===== src/rtl/wb_pkg.sv =====
// Shared types for the register-file write-back front end: request payload and
// the source tag carried alongside the registered write port.
package wb_pkg;

  localparam int XLEN       = 32;
  localparam int REG_ADDR_W = 5;
  localparam int NUM_REGS   = 1 << REG_ADDR_W;

  typedef struct packed {
    logic [REG_ADDR_W-1:0] rd;
    logic [XLEN-1:0]       data;
  } wb_req_t;

  typedef enum logic [1:0] {
    WB_NONE = 2'd0,
    WB_ALU  = 2'd1,
    WB_MEM  = 2'd2
  } wb_src_e;

  function automatic logic is_x0(input logic [REG_ADDR_W-1:0] idx);
    return (idx == '0);
  endfunction

endpackage


===== src/rtl/wb_fifo.sv =====
// Synchronous FIFO of write-back requests; head is the oldest entry and is valid
// whenever empty is low. Pointers wrap naturally because DEPTH is a power of two.
module wb_fifo
  import wb_pkg::*;
#(
  parameter int DEPTH = 4
) (
  input  logic    clk,
  input  logic    reset,
  input  logic    push,
  input  wb_req_t push_data,
  input  logic    pop,
  output wb_req_t head,
  output logic    full,
  output logic    empty
);

  localparam int PTR_W = $clog2(DEPTH);

  wb_req_t          mem_q [DEPTH];
  logic [PTR_W-1:0] wr_ptr_q, wr_ptr_d;
  logic [PTR_W-1:0] rd_ptr_q, rd_ptr_d;
  logic [PTR_W:0]   count_q, count_d;
  logic             do_push, do_pop;

  assign empty   = (count_q == '0);
  assign full    = (count_q == (PTR_W+1)'(DEPTH));
  assign head    = mem_q[rd_ptr_q];
  assign do_pop  = pop && !empty;
  // A push at full is only accepted when the head leaves in the same cycle.
  assign do_push = push && (!full || do_pop);

  always_comb begin
    wr_ptr_d = wr_ptr_q;
    rd_ptr_d = rd_ptr_q;
    count_d  = count_q;
    if (do_push) wr_ptr_d = wr_ptr_q + 1'b1;
    if (do_pop)  rd_ptr_d = rd_ptr_q + 1'b1;
    case ({do_push, do_pop})
      2'b10:   count_d = count_q + 1'b1;
      2'b01:   count_d = count_q - 1'b1;
      default: count_d = count_q;
    endcase
  end

  always_ff @(posedge clk) begin
    if (reset) begin
      wr_ptr_q <= '0;
      rd_ptr_q <= '0;
      count_q  <= '0;
    end else begin
      wr_ptr_q <= wr_ptr_d;
      rd_ptr_q <= rd_ptr_d;
      count_q  <= count_d;
    end
  end

  always_ff @(posedge clk) begin
    if (do_push) mem_q[wr_ptr_q] <= push_data;
  end

endmodule


===== src/rtl/regfile_writeback.sv =====
// Write-side front end of the register file: merges ALU and buffered memory
// results into the single registered write port and tracks pending load targets.
module regfile_writeback
  import wb_pkg::wb_req_t, wb_pkg::wb_src_e, wb_pkg::WB_NONE, wb_pkg::WB_ALU,
         wb_pkg::WB_MEM, wb_pkg::is_x0;
#(
  parameter int XLEN           = 32,
  parameter int REG_ADDR_W     = 5,
  parameter int MEM_FIFO_DEPTH = 4,
  parameter int STARVE_LIMIT   = 8
) (
  input  logic                  clk,
  input  logic                  reset,
  input  logic                  alu_valid,
  input  logic [REG_ADDR_W-1:0] alu_rd,
  input  logic [XLEN-1:0]       alu_data,
  input  logic                  mem_valid,
  output logic                  mem_ready,
  input  logic [REG_ADDR_W-1:0] mem_rd,
  input  logic [XLEN-1:0]       mem_data,
  input  logic                  issue_valid,
  input  logic [REG_ADDR_W-1:0] issue_rd,
  input  logic [REG_ADDR_W-1:0] chk_rs1,
  input  logic [REG_ADDR_W-1:0] chk_rs2,
  output logic                  chk_busy1,
  output logic                  chk_busy2,
  output logic                  alu_stall,
  output logic                  RegWrite,
  output logic [REG_ADDR_W-1:0] rd,
  output logic [XLEN-1:0]       wd
);

  localparam int NUM_REGS = 1 << REG_ADDR_W;
  localparam int SW       = $clog2(STARVE_LIMIT + 1);
  localparam logic [SW-1:0] STARVE_MAX = SW'(STARVE_LIMIT);

  // Memory handshake: an entry transfers on a cycle where mem_valid and
  // mem_ready are both high; mem_ready depends only on the registered fill level.
  wb_req_t fifo_in, fifo_head;
  logic    fifo_full, fifo_empty, fifo_push, fifo_pop;
  logic    alu_req;

  logic                  regwrite_q, regwrite_d;
  logic [REG_ADDR_W-1:0] rd_q, rd_d;
  logic [XLEN-1:0]       wd_q, wd_d;
  wb_src_e               src_q, src_d;
  logic [SW-1:0]         starve_q, starve_d;
  logic                  stall_q, stall_d;
  logic [NUM_REGS-1:0]   pending_q, pending_d;

  assign fifo_in.rd   = mem_rd;
  assign fifo_in.data = mem_data;
  assign mem_ready    = !fifo_full;
  assign fifo_push    = mem_valid && mem_ready;

  wb_fifo #(
    .DEPTH (MEM_FIFO_DEPTH)
  ) u_fifo (
    .clk       (clk),
    .reset     (reset),
    .push      (fifo_push),
    .push_data (fifo_in),
    .pop       (fifo_pop),
    .head      (fifo_head),
    .full      (fifo_full),
    .empty     (fifo_empty)
  );

  // A write to x0 from the ALU is no request at all, so the FIFO may drain.
  assign alu_req  = alu_valid && !is_x0(alu_rd);
  assign fifo_pop = !fifo_empty && !alu_req;

  always_comb begin
    regwrite_d = 1'b0;
    rd_d       = rd_q;
    wd_d       = wd_q;
    src_d      = WB_NONE;
    if (alu_req) begin
      regwrite_d = 1'b1;
      rd_d       = alu_rd;
      wd_d       = alu_data;
      src_d      = WB_ALU;
    end else if (fifo_pop) begin
      regwrite_d = !is_x0(fifo_head.rd);
      rd_d       = fifo_head.rd;
      wd_d       = fifo_head.data;
      src_d      = WB_MEM;
    end
  end

  // Counts cycles the buffer waited behind the ALU; saturates so a stalled
  // ALU that ignores alu_stall keeps the stall asserted until a pop happens.
  always_comb begin
    starve_d = starve_q;
    if (fifo_pop || fifo_empty) begin
      starve_d = '0;
    end else if (starve_q != STARVE_MAX) begin
      starve_d = starve_q + 1'b1;
    end
    stall_d = (starve_d == STARVE_MAX);
  end

  always_comb begin
    pending_d = pending_q;
    if (regwrite_q && (src_q == WB_MEM)) pending_d[rd_q] = 1'b0;
    if (issue_valid && !is_x0(issue_rd)) pending_d[issue_rd] = 1'b1;
    pending_d[0] = 1'b0;
  end

  always_ff @(posedge clk) begin
    if (reset) begin
      regwrite_q <= 1'b0;
      rd_q       <= '0;
      wd_q       <= '0;
      src_q      <= WB_NONE;
      starve_q   <= '0;
      stall_q    <= 1'b0;
      pending_q  <= '0;
    end else begin
      regwrite_q <= regwrite_d;
      rd_q       <= rd_d;
      wd_q       <= wd_d;
      src_q      <= src_d;
      starve_q   <= starve_d;
      stall_q    <= stall_d;
      pending_q  <= pending_d;
    end
  end

  assign RegWrite  = regwrite_q;
  assign rd        = rd_q;
  assign wd        = wd_q;
  assign alu_stall = stall_q;
  assign chk_busy1 = pending_q[chk_rs1];
  assign chk_busy2 = pending_q[chk_rs2];

endmodule


===== config.mk =====
export PLATFORM = sky130hd
export DESIGN_NAME = regfile_writeback
export DESIGN_NICKNAME = d
export VERILOG_FILES = /design/src/rtl/wb_pkg.sv /design/src/rtl/wb_fifo.sv /design/src/rtl/regfile_writeback.sv
export SDC_FILE = /design/constraint.sdc
export NUM_CORES = 1
export LEC_CHECK = 0
export ABC_AREA = 1
export BUFFER_PORTS_ARGS = -buffer_cell sky130_fd_sc_hd__buf_2
export CORE_ASPECT_RATIO = 1.1
export CORE_MARGIN = 2
export CORE_UTILIZATION = 50
export DETAILED_ROUTE_END_ITERATION = 16
export GPL_TIMING_DRIVEN = 0
export HOLD_SLACK_MARGIN = 0.15
export PLACE_DENSITY = 0.8
export SLEW_MARGIN = 40
export SYNTH_ARGS = -nofsm -noshare
export SYNTH_HDL_FRONTEND = slang
export SYNTH_SLANG_ARGS = --single-unit

===== constraint.sdc =====
create_clock -name clk -period 3.81 [get_ports clk]
set_input_delay 0 -clock clk [delete_from_list [all_inputs] [get_ports clk]]
set_output_delay 0 -clock clk [all_outputs]
set_load 0.05 [all_outputs]

## Word level (Yosys, flattened, before mapping)

Memories as Yosys holds them, arrays and structs flattened. A register that Yosys moved wholly into a read port is not among the register bits.
Cells that the tools add are included.
W data, S select, Z words.

- Bits in registers: 84
- Memory bits (writable): 148
- Input bits: 94
- Output and inout port bits: 42
- Word-level logic and storage cells: 82
- Memories kept: 1

- Add/subtract/negate cells: 5
- Order comparisons: 6
- Equality and inequality tests: 6
- Muxes and demuxes: 25
- Bitwise operators: 3
- Reduce and logical (&&, ||, !) cells: 24

Memory list:

| name | depth | width | read ports | clocked after memory_dff | wr ports | line | source |
|---|---|---|---|---|---|---|---|
| u_fifo.mem_q | 4 | 37 | 1 | 1 | 1 | wb_fifo.sv:20 | `wb_req_t mem_q [DEPTH];` |

Operator list:

| kind | count |
|---|---|
| $mux W32 | 4 |
| $and A32 B32 Y32 | 1 |
| $not A32 Y32 | 1 |
| $or A32 B32 Y32 | 1 |
| $lt A5 B6 Y1 const B | 4 |
| $logic_not A5 Y1 | 3 |
| $bmux W1 S5 | 2 |
| $demux W1 S5 | 2 |
| $ge A5 B1 Y1 const B | 2 |
| $mux W5 | 2 |
| $logic_and A1 B1 Y1 | 9 |
| $mux W1 | 9 |
| $mux W4 | 2 |
| $logic_not A1 Y1 | 6 |
| $mux W2 | 3 |
| $pmux W3 S2 | 1 |
| $add A2 B1 Y2 const B | 2 |
| $add A4 B1 Y4 const B | 1 |
| $eq A2 B2 Y1 const B | 2 |
| $eq A4 B4 Y1 const B | 1 |
| $ne A4 B4 Y1 const B | 1 |
| $reduce_bool A2 Y1 | 2 |
| $add A3 B1 Y3 const B | 1 |
| $eq A3 B3 Y1 const B | 1 |
| 5 further kinds | 6 |

## Longest topological paths before layout

- Word-level depth: 10
- Gate-level depth with buffers: 11
- Mapped depth without buffers: 11

## By module

Synthesis repeated with hierarchy kept, for this count alone.

- Cells, all modules: 1029
- Area, all modules: 9942.0 um^2

Modules (own cells, without submodules):

| module | instances | cells each | area an instance (um^2) | seq. area each (um^2) |
|---|---|---|---|---|
| wb_fifo | 1 | 425 | 5959.5 | 4624.4 |
| regfile_writeback | 1 | 604 | 3982.6 | 1521.5 |

## Least setup slack after synthesis

No wires, ideal clock.

- Kind: register -> register
- Start point: register u_fifo.count_q[0]
- End point: memory u_fifo.mem_q[0][0] (netlist bit) (enable)
- Setup time: 0.431 ns
- Arrival: 2.743 ns
- Data required time: 3.379 ns
- Setup slack: 0.636 ns
- Cell stages (with the launch flop): 5
- Buffers on the path: 0
- Clock period less this slack: 3.174 ns
- Path through: dfxtp_1 nor2_1 nand2_1 nand2_1 nor2_1

- Elaborated cells on any way between the ends: 11
- Classes of those cells: 1 x eq/ne; 2 x mux; 8 x reduce/logical

RTL lines:

| element | line | source |
|---|---|---|
| start: declaration | wb_fifo.sv:23 | `logic [PTR_W:0] count_q, count_d;` |
| start signal: assignment | wb_fifo.sv:54 | `count_q <= count_d;` |
| $eq A3 B3 Y1 (*) | wb_fifo.sv:27 | `assign full = (count_q == (PTR_W+1)'(DEPTH));` |
| $logic_not A1 Y1 (*) | regfile_writeback.sv:53 | `assign mem_ready = !fifo_full;` |
| named net mem_ready | regfile_writeback.sv:18 | `output logic mem_ready,` |
| $logic_and A1 B1 Y1 or $logic_or A1 B1 Y1 (tied branches) | regfile_writeback.sv:54, wb_fifo.sv:31 |  |
| $logic_and A1 B1 Y1 (*) | wb_fifo.sv:31 | `assign do_push = push && (!full \|\| do_pop);` |
| $mux W1 (*) | wb_fifo.sv:59 | `if (do_push) mem_q[wr_ptr_q] <= push_data;` |
| $mux W1 (not written as such) (*) | wb_fifo.sv:59 |  |
| end: declaration | wb_fifo.sv:20 |  |

Mark *: on every way through the listed nets, which the timed path passes. The rest lies on a longest branch.

## Worst setup path in the final report

- Start point: register u_fifo.count_q[0]
- End point: register u_fifo.count_q[2]

- Cells in the longest elaborated chain, start to end: 8
- Elaborated cells on any way between the ends: 15
- Classes of those cells: 2 x add/sub; 3 x eq/ne; 1 x mux; 9 x reduce/logical

RTL lines:

| element | line | source |
|---|---|---|
| $logic_not A3 Y1 (*) | wb_fifo.sv:26 | `assign empty = (count_q == '0);` |
| $logic_not A1 Y1 (*) | regfile_writeback.sv:71 | `assign fifo_pop = !fifo_empty && !alu_req;` |
| $logic_and A1 B1 Y1 (*) | regfile_writeback.sv:71 |  |
| named net fifo_pop | regfile_writeback.sv:40 | `logic fifo_full, fifo_empty, fifo_push, fifo_pop;` |
| $logic_and A1 B1 Y1 (*) | wb_fifo.sv:29 | `assign do_pop = pop && !empty;` |
| $logic_or A1 B1 Y1 | wb_fifo.sv:31 |  |
| $logic_and A1 B1 Y1 | wb_fifo.sv:31 |  |
| $eq A2 B1 Y1 or $eq A2 B2 Y1 (tied branches) | wb_fifo.sv:39 | `case ({do_push, do_pop})` |
| $pmux W3 S2 or $reduce_bool A2 Y1 (tied branches) | - |  |

Marks and branches as above.
A chain may end at the register's enable or synchronous reset.

==> results.sh <==
export IMPL_r2r_end="u_fifo.count_q[2]"
export IMPL_slowest_stage="nor3_4"
export IMPL_grt_max_degree=19
export IMPL_dpl_cell_area_um2=11410
export IMPL_avgRoutedWirePerCell_um=18.51
export IMPL_regArea_um2=6146
export IMPL_min_period_ps=2400
export IMPL_hold_violations=0
export IMPL_max_slew_margin_rel=0.5504
export IMPL_core_um2=19930
export IMPL_tightest_slew_ps=669.2
export IMPL_dr_pass1_iters=6
export IMPL_async_flop_share=0
export IMPL_fin_hold_ws_ps=235.1
export IMPL_peakVddDrop_uv=416.0
export IMPL_wl_met2_um=15050
export IMPL_startpoint_type="flop"
export IMPL_hold_buffers=102
export IMPL_io_pins=136
export IMPL_syn_to_final_growth_pct=29.05
export IMPL_synth_compound_area_frac=0.1120
export IMPL_place_gp_congestion=0.9820
export IMPL_syn_inst=1116
export IMPL_yosys_register_bits=233
export IMPL_cts_tree="yes"
export IMPL_drv_slew=0
export IMPL_synth_flop_cell="edfxtp_1"
export IMPL_r2r_start="u_fifo.count_q[0]"
export IMPL_final_cell_mix="209 x nand2_1, 148 x edfxtp_1, 146 x buf_2"
export IMPL_pwr_share_comb=0.315
export IMPL_htreeDepth=1
export IMPL_worstPathRequired_ps=4260
export IMPL_cap_violations=0
export IMPL_synth_xor_area_frac=0.003432
export IMPL_cts_root_buf="clkbuf_16"
export IMPL_syn_area_per_cell_um2=9.147
export IMPL_synth_top_family_by_area="simple AND/OR/NAND/NOR gates"
export IMPL_vias_per_cell=5.635
export IMPL_die_w_um=140.2
export IMPL_ant_nets=0
export IMPL_status="finished clean"
export IMPL_utilization=0.6610
export IMPL_post_cts_buffers=0
export IMPL_drive_gt1_frac=0.1633
export IMPL_power_density_nw_per_um2=603.6
export IMPL_crit_start="u_fifo.count_q[0]"
export IMPL_p_total_uw=7952
export IMPL_swShare=0.3622
export IMPL_wl_um=30550
export IMPL_worstPathMaxFanout=6
export IMPL_nets=1482
export IMPL_crit_buf_inv=2
export IMPL_dieArea_um2=21580
export IMPL_wl_met1_um=10840
export IMPL_grt_use_total=0.2782
export IMPL_layout_commonest_cell="nand2_1"
export IMPL_met3WireLength_um=2966
export IMPL_clkTransAtPathRegs_ps=60
export IMPL_ff2ff_setup_slack_ps=1410
export IMPL_synth_mux_area_fraction=0
export IMPL_die_h_um=153.9
export IMPL_syn_area_um2=10210
export IMPL_topRoutingLayerUsed="met4"
export IMPL_synthAdderAreaFrac=0.01054
export IMPL_clk_latency_ps=520
export IMPL_setup_violations=0
export IMPL_crit_chain="nor3_4, inv_1, nand2_1, inv_2, ha_1, fa_1, a21oi_1, o21a_1, o21ai_0, a21oi_1"
export IMPL_ff2ff_path_depth=10
export IMPL_critPathKind="reg2reg"
export IMPL_synth_edf_count=148
export IMPL_grt_pass1_wl_um=47420
export IMPL_ys_seq_area_frac=0.6020
export IMPL_power_share_sequential=0.404
export IMPL_pwr_share_clk=0.281
export IMPL_clkSinkCount=233
export IMPL_critPathTopFamily="adder cells"
export IMPL_initial_utilization=0.5122
export IMPL_cp_arrival_ps=2850
export IMPL_ys_warn_count=0
export IMPL_worst_path_largest_cell_delay_ps=410
export IMPL_hold_class="in2reg"
export IMPL_finalCritPeriodShare=0.6300
export IMPL_synth_nets=1218
export IMPL_dp_hpwl_um=18830
export IMPL_multiInputGateArea_um2=3297
export IMPL_drc_errors=0
export IMPL_internal_power_uw=5071
export IMPL_port_buffers=130
export IMPL_final_area_um2=13170
export IMPL_crit_top_cell="a21oi_1"
export IMPL_p_sw_uw=2880
export IMPL_drt_initial_drc_count=1023
export IMPL_crit_path_end_kind="flop"
export IMPL_dp_slack_ps=1480
export IMPL_vias=9298
export IMPL_numCtsBuffers=22
export IMPL_fmax_mhz=416.6
export IMPL_synth_simple_gate_area_frac=0.1940
export IMPL_rsz0062_at_grt="no"
export IMPL_cts_resized=0
export IMPL_antenna_found_initial=1
export IMPL_clock_path_buffers=3
export IMPL_path_depth=10
export IMPL_synth_cell_types=31
export IMPL_fp_row_count=54
export IMPL_fin_skew_ps=9.910
export IMPL_fillCellCount=1379
export IMPL_crit_end="u_fifo.count_q[2]"
export IMPL_grt_ovfl_total=0
export IMPL_grt_pass1_vias=9080
export IMPL_p_leak_uw=0.005558
export IMPL_fin_ws_ps=1410
==> cell type report <==
type / instances / share of cell area
repair buffers: 240 / 0.1427
diodes: 2 / 0.0003799
plain buffers: 51 / 0.02536
inverters: 123 / 0.03505
clock buffers: 29 / 0.04796
well taps: 252 / 0.02393
clock inverters: 11 / 0.007883
flip-flops and latches: 233 / 0.4665
multi-input cells: 709 / 0.2503
==> power groups by stage <==
stage	Sequential, uW	Combinational, uW	Clock, uW
after global routing	3230	2660	2340
after global placement	3250	2160	0
after detailed placement	3230	2290	0
final	3210	2500	2230
after CTS	3190	2400	2230
after floorplan	3660	1120	0
==> registers in the layout, summed over array words and instances, names as in the netlist, named ones only <==
signal           cells
pending_q           31
u_fifo.count_q       3
wd                  32
starve_q             4
src_q                2
RegWrite             1
u_fifo.mem_q       148
u_fifo.rd_ptr_q      2
u_fifo.wr_ptr_q      2
alu_stall            1
rd                   5
==> worst min-delay path by stage <==
stage	slack (ps)	startpoint	to	depth (start not counted)
6_report	240	mem_data[5]	u_fifo.mem_q[0][5]	2
5_1_grt	240	mem_data[9]	u_fifo.mem_q[2][9]	2
4_1_cts	230	mem_data[5]	u_fifo.mem_q[0][5]	2
3_5_place_dp	220	mem_rd[3]	u_fifo.mem_q[0][35]	1
3_3_place_gp	210	mem_data[23]	u_fifo.mem_q[0][23]	1
2_1_floorplan	100	mem_data[0]	u_fifo.mem_q[0][0]	0
==> cell families after synthesis <==
family	after synthesis
DFF	233
adders and majority gates	8
buffers and inverters	174
AOI/OAI and AO/OA	228
xor gates and xnor gates	4
and+or+nand+nor	469
==> metal layers <==
| metal | global-route usage | vias to the layer above |
|---|---|---|
| li1 | - | 4259 |
| met1 | 0.3322 | 4239 |
| met2 | 0.4888 | 648 |
| met3 | 0.04049 | 152 |
| met4 | 0.1448 | 0 |
| met5 | 0 | - |
==> synth_stat cells (2+ instances only) <==
cell      count  area [um^2]
buf_8         2        30.03
clkbuf_1     12        45.04
dfxtp_1      85         1702
buf_4        11        82.58
o21ai_0      99        495.5
nor3_1        5        25.02
inv_2         4        15.01
inv_1       119        446.7
nand4_1       6        37.54
o21ai_1      44        220.2
edfxtp_1    148         4444
ha_1          7        87.58
nand3_1     110        550.5
xor2_1        4        35.03
nor2_1      130        488.0
a21oi_1      84        420.4
nor3_2        2        20.02
buf_6         7        78.83
clkbuf_2      2        10.01
nand2_1     209        784.5
buf_2        16        80.08
==> per-stage QoR <==
step | TNS (ps) | std cells
detailed placement | 0 | 1506
floorplan | 0 | 1116
global placement | -26750 | 1498
CTS | 0 | 1648
finish | 0 | 1650
global route | 0 | 1649
(Power assumes the default switching activity.)
